`config.mk`:
```
export PLATFORM = sky130hd
export DESIGN_NAME = pipe_stage_reg
export DESIGN_NICKNAME = d
export VERILOG_FILES = /design/src/rtl/pipe_stage_reg.sv
export SDC_FILE = /design/constraint.sdc
export NUM_CORES = 1
export LEC_CHECK = 0
export CAP_MARGIN = 20
export CORE_ASPECT_RATIO = 1.2
export CORE_MARGIN = 4
export CORE_UTILIZATION = 60
export CTS_CLUSTER_SIZE = 40
export DETAILED_ROUTE_END_ITERATION = 10
export DONT_BUFFER_PORTS = 1
export GPL_TIMING_DRIVEN = 0
export PLACE_DENSITY = 0.81
export SYNTH_ARGS = -nofsm -noshare
export SYNTH_HDL_FRONTEND = slang
export SYNTH_SLANG_ARGS = --single-unit
```
`constraint.sdc`:
```
create_clock -name clk -period 4.25 [get_ports clk]
set_input_delay 1.0625 -clock clk [delete_from_list [all_inputs] [get_ports clk]]
set_output_delay 1.0625 -clock clk [all_outputs]
set_load 0.1 [all_outputs]
```
`src/rtl/pipe_stage_reg.sv`:
```
// Pipeline stage register with valid bit, ready/valid handshake, optional
// one-entry skid buffer, hazard stall/flush and a saturating flush-drop counter.
// All state changes on the falling clock edge, like the other stage latches.
module pipe_stage_reg #(
  parameter int               WIDTH  = 32,
  parameter logic [WIDTH-1:0] BUBBLE = {WIDTH{1'b0}},
  parameter int               SKID   = 1,
  parameter int               CNT_W  = 8
) (
  input  logic             clk,
  input  logic             reset,
  input  logic             stall,
  input  logic             flush,
  input  logic             in_valid,
  input  logic [WIDTH-1:0] in_data,
  output logic             in_ready,
  output logic             out_valid,
  output logic [WIDTH-1:0] out_data,
  input  logic             out_ready,
  output logic [1:0]       occupancy,
  output logic [CNT_W-1:0] drop_count
);

  // State encoding doubles as the entry count.
  typedef enum logic [1:0] {
    ST_EMPTY = 2'd0,
    ST_FULL  = 2'd1,
    ST_SKID  = 2'd2
  } state_t;

  state_t           r_state;
  logic [WIDTH-1:0] r_main;
  logic [WIDTH-1:0] r_skid;
  logic             r_in_ready;
  logic [CNT_W-1:0] r_drop;

  state_t           w_state_nxt;
  logic [WIDTH-1:0] w_main_nxt;
  logic [WIDTH-1:0] w_skid_nxt;
  logic             w_in_ready;
  logic             w_enq;
  logic             w_deq;

  // Saturating add of the number of discarded entries; never wraps.
  function automatic logic [CNT_W-1:0] sat_add(input logic [CNT_W-1:0] a,
                                               input logic [1:0]       b);
    logic [CNT_W:0] s;
    s = {1'b0, a} + (CNT_W + 1)'(b);
    if (s[CNT_W]) return {CNT_W{1'b1}};
    return s[CNT_W-1:0];
  endfunction

  // Handshake: with the skid buffer in_ready comes straight from a flop;
  // without it, a full stage can accept only while it is draining.
  always_comb begin
    w_in_ready = r_in_ready;
    if (SKID == 0) w_in_ready = ~out_valid | (out_ready & ~stall);
    w_enq = in_valid & w_in_ready;
    w_deq = out_valid & out_ready & ~stall & ~flush;
  end

  // Next-state and next-payload selection; flush overrides every transfer.
  always_comb begin
    w_state_nxt = r_state;
    w_main_nxt  = r_main;
    w_skid_nxt  = r_skid;
    if (flush) begin
      w_state_nxt = ST_EMPTY;
      w_main_nxt  = BUBBLE;
      w_skid_nxt  = BUBBLE;
    end else begin
      case (r_state)
        ST_EMPTY: begin
          if (w_enq) begin
            w_state_nxt = ST_FULL;
            w_main_nxt  = in_data;
          end
        end
        ST_FULL: begin
          if (w_enq && w_deq) begin
            w_main_nxt = in_data;
          end else if (w_deq) begin
            w_state_nxt = ST_EMPTY;
            w_main_nxt  = BUBBLE;
          end else if (w_enq && (SKID != 0)) begin
            w_state_nxt = ST_SKID;
            w_skid_nxt  = in_data;
          end
        end
        ST_SKID: begin
          // in_ready is low here, so the skid entry drains before any new input.
          if (w_deq) begin
            w_state_nxt = ST_FULL;
            w_main_nxt  = r_skid;
            w_skid_nxt  = BUBBLE;
          end
        end
        default: begin
          w_state_nxt = ST_EMPTY;
          w_main_nxt  = BUBBLE;
          w_skid_nxt  = BUBBLE;
        end
      endcase
    end
  end

  // Stage register: reset wins over flush and clears the counter without counting.
  always_ff @(negedge clk) begin
    if (reset) begin
      r_state    <= ST_EMPTY;
      r_main     <= BUBBLE;
      r_skid     <= BUBBLE;
      r_in_ready <= 1'b1;
      r_drop     <= '0;
    end else begin
      r_state    <= w_state_nxt;
      r_main     <= w_main_nxt;
      r_skid     <= w_skid_nxt;
      r_in_ready <= (w_state_nxt != ST_SKID);
      if (flush) r_drop <= sat_add(r_drop, occupancy);
    end
  end

  assign in_ready   = w_in_ready;
  assign out_valid  = (r_state != ST_EMPTY);
  assign out_data   = r_main;
  assign occupancy  = r_state;
  assign drop_count = r_drop;

endmodule

```
After elaboration in Yosys (flattened, before gate mapping)
Cells that the tools add are included.

Output and inout port bits: 44. Word-level logic and storage cells: 48. Input bits: 38. Flip-flop bits (word level): 75.

Muxes and demuxes: 20. Bitwise logic cells: 7. Equality and inequality tests: 9. Add/subtract/negate cells: 1. Reductions and logical operators: 6.

Operator list (number): 32-bit 2-to-1 mux (6); 32-bit one-hot mux with 3 select lines (2); 8-bit 2-to-1 mux (2); 2-bit 2-to-1 mux (6); 2-bit inequality test, second input constant (6); 8-bit by 2-bit adder with 9-bit output (1); 2-bit one-hot mux with 3 select lines (1); 5-bit AND reduction (1); 1-bit AND (4); 1-bit 2-to-1 mux (3); 3-bit inequality test, second input constant (1); 1-bit inverter (3); 3-bit AND reduction (1); 2-bit by 1-bit == test with 1-bit output, second input constant (1); 2-bit == test, second input constant (1); 2-bit zero test (1); 2-bit nonzero test (1); 2-bit OR reduction (1); 1-bit logical AND (1).

Logic depth before layout (Yosys ltp)
Word-level depth: 9. Depth in mapped cells: 7. Depth with buffers taken out: 7.

==> summary by stage <==
Clocking
The clock tree from TritonCTS is done. Clock tree synthesis found a total of 75 sinks. The clock reaches the later pin of the worst-skew pair after ~0.40 ns.

No sink is reached through more buffers than the 2 on the longest clock path. The deepest level of the CTS H-tree is 3. For this design, the CTS-stage hold fixing added 0 buffers. The clock tree root buffer cell is clkbuf_8. Buffers inserted during clock tree synthesis total 9. Clock-pin slew was measured on the worst setup and hold paths at 0.04 ns.

Global route
Across every metal layer, demand over resource in global routing totals 0.242. The wire length of the first global-routing pass is around 12 mm. The via count of the first global-routing pass is between 2000 and 3000. The sum of overflow across all layers after global routing is 0. The initial antenna violation count was 0. Entering global routing, the biggest net connects 14 pins.

Critical path
The maximum net fanout on the critical path is 3. Broken down by cell family, the worst path's largest delay share belongs to flip-flops. The path type of the worst setup path is reg2out. The count of buffer and inverter cells on the critical path is 2. Tracing the worst setup path back leads to its startpoint at occupancy[1]. The worst flop-to-flop path startpoint is occupancy[1]. Data on the critical path is required at its endpoint by between 3 and 4 ns. The largest single stage delay on the critical path is around 0.56 ns. STA classifies the critical path startpoint as a flop. For the worst setup path, the data arrival time is about 3.6 ns. For this design, the slowest cell found on the critical path is dfxtp_4. Traced cell by cell, the critical path runs through clkbuf_16, clkinvlp_4, nand2_8.

The category of the worst setup path capture point is a primary output.

Timing
The transition time at the pin with the least slew margin is approximately 0.52 ns. The relative max-transition margin is 0.652. For the final database, setup skew stands at ~0.020 ns. The tightest hold path in the finished design has a slack of around 0.46 ns. Setup violations remaining at the end of the flow were counted as 21. The number of pins with negative max-slew slack in the final report is 0.

The count of endpoints failing hold in the final timing report is 0. In the post-route analysis, the smallest setup slack over all paths is -0.417 ns. Setup repair after global routing could not meet its margin everywhere.

Route
The number of detailed-route iterations in the first pass is 4. The routed length per instance is about 16 µm. The met1 routed wirelength after detailed routing is around 3.0 mm. The number of vias per cell is about 5.9. Summing over every cut layer, the via total after detailed routing is ~2900. The DRC violation total after the first TritonRoute iteration is 265. Detailed routing placed a total of around 700 µm of wire on met3. The top routing layer in use is met4. The met2 layer wire length in the routed design is roughly 4.2 mm. For this run, design rule violations remaining after detail routing come to 0. Once detail routing completed, the nets flagged for antenna violations numbered 0. The overall routed net length is between 8 and 9 mm.

Synthesis
Of all flip-flops after synthesis, the portion carrying an async set or reset was 0. The number of synthesized flops with an enable pin is 0. The net count after synthesis is roughly 370. The Yosys step of the flow raised 0 warnings.

The post-synthesis sequential element count is 75. The fraction of the yosys area taken by sequential cells is 0.491. The most instantiated flip-flop cell in the synthesis netlist is dfxtp_1. The synthesized instance count is between 300 and 400. The cell area after synthesis is between 3000 and 4000 µm². The number of unique standard cell types used by synthesis is 40.

Averaged over all synthesized cells, the footprint is between 9 and 10 µm².

Placed design
The half-perimeter wire length after detailed placement is between 4 and 5 mm. After detailed placement, the total cell area comes to between 3000 and 4000 µm². At the end of routability-driven placement, the weighted congestion stood at 0.822. OpenSTA, run right after detailed placement, puts the worst setup slack at -0.561 ns. During placement, the flow inserted port buffers numbering 0.

Power
In this run the power density over the cells is 436 nW/µm². The reported net switching power is ~0.00062 W. The proportion of total power due to net switching is 0.347. Of the total power, the clock network draws 0.497.

The leakage power of the design is just over 2 nW. The combinational share of power is 0.057. The worst-case vdd ir drop is roughly 0.00032 V. The part of the total power dissipated in sequential elements is 0.446. The internal power of the cells totals approximately 0.0012 W.

Final layout
The final-layout fill cell count is 291. The area growth from synthesis to layout is 35.1%. The final instance area is just over 4000 µm². The number of antenna diodes in the final layout is 0. After the last flow step, the layout net total stands at roughly 470. Of the cells placed in the final design, the portion with a size suffix greater than 1 is 0.253.

Flow run
The number of max-cap violations is 0.

Die
The floorplan step defined a die boundary enclosing 6310 µm². The floorplan die width is ~73 µm. The number of primary I/O pins is roughly 80.

The height of the chip is 86.2 µm. The core region is approximately 4900 µm². After floorplanning, the core was divided into 28 placement rows. The initial cell density of the core is 0.619.

Worst hold path
The source of the worst hold timing path is r_skid[2]. The type of the tightest min-delay check is reg2reg.

Outcome
The flow ran to the end, but the final reports show violations. The final reports fail on negative setup slack.
[tightest hold or removal path: stages (launching register included)]
cell and delay [ns]:
dfxtp_1 0.30, nand2_1 0.05, o21ai_1 0.06
[final timing paths]
path              endpoint  slack, ns  cells after the start
max reg2reg  drop_count[1]       1.68                      8
min              r_skid[2]       0.46                      2
max              out_valid      -0.42                      3
min reg2reg      r_skid[2]       0.46                      2
[through the flow]
stage	util	total power [W]	cells	setup TNS, ns
final	0.836	0.00180	491	-0.757
after global routing	0.836	0.00193	491	-1.53
after CTS	0.793	0.00181	484	-0.409
after detailed placement	0.649	0.00102	386	-34.14
after global placement	0.649	0.00102	386	-32.85
after floorplan	-	0.00100	326	-19.14
[cell families after synthesis]
| kind of cell | share of synthesized area |
|---|---|
| AOI/OAI and AO/OA | 0.274 |
| buffers and inverters | 0.0565 |
| adders and majority gates | 0.0147 |
| and+or+nand+nor | 0.152 |
| xor gates and xnor gates | 0.00573 |
| DFF | 0.491 |
| muxes | 0.00655 |
[layout make-up]
cell class / instances / area (µm²) / area share
tap: 60 / 75.1 / 0.0182
buffer: 27 / 262 / 0.0633
timing repair buffer: 15 / 171 / 0.0415
multi-input combinational: 218 / 1430 / 0.347
clock buffer: 9 / 124 / 0.0300
sequential: 75 / 1660 / 0.402
clock inverter: 82 / 379 / 0.0918
inverter: 5 / 26.3 / 0.00636
[flip-flops by register name (all words and copies together), names as in the netlist]
signal and flops:
occupancy 2, r_skid 32, in_ready 1, out_data 32, drop_count 8
[timing repair]
action,4_1_cts,5_1_grt
pin swaps,4,2
endpoints found under the hold margin,0,0
endpoints found under the setup margin,104,90
gates cloned,0,4
gates resized for setup,69,52
setup buffers,8,3
[synthesized netlist by cell type, types with 2 or more instances]
cell,instances,share of area
clkbuf_1,14,0.017
nor2b_1,3,0.0061
mux2i_1,2,0.0065
xnor2_1,2,0.0057
buf_2,5,0.0082
inv_1,6,0.0074
nor3b_1,3,0.0074
nand2_1,36,0.044
a21o_1,32,0.079
buf_4,3,0.0074
ha_1,2,0.0082
nand3_1,35,0.057
a22o_1,32,0.092
o21ai_0,30,0.049
a21oi_1,12,0.020
buf_6,4,0.015
nor2_1,5,0.0061
dfxtp_1,75,0.49
o21ai_1,4,0.0065
[power by group through the flow]
stage	combinational (W)	sequential [W]	clock, W
5_1_grt	0.000111	0.000803	0.00101
3_5_place_dp	0.0000812	0.000830	0.000108
3_3_place_gp	0.0000801	0.000829	0.000108
2_1_floorplan	0.0000664	0.000827	0.000108
6_report	0.000102	0.000804	0.000895
4_1_cts	0.0000917	0.000817	0.000902
[layout by cell type, fill, tap and decap left out, types with 2 or more instances in the layout]
cell,n
clkinvlp_4,2
buf_4,11
buf_6,9
clkbuf_4,4
dfxtp_1,32
nor3b_1,3
xnor2_1,2
nand3_1,35
buf_2,4
inv_1,78
dfxtp_4,42
nor2_1,5
clkbuf_1,3
clkbuf_8,11
inv_6,2
a21o_1,32
bufinv_16,2
ha_1,2
clkbuf_16,3
mux2i_1,2
o21ai_0,13
a21oi_1,11
nor2b_1,2
nand2_1,35
buf_8,4
o21ai_1,21
a22o_1,32
[metal layers]
metal  GRT usage  vias up
li1            -     1377
met1       0.255     1372
met2       0.368      115
met3       0.138       11
met4       0.154        0
met5           0        -
Power figures use the tool's default switching activity.
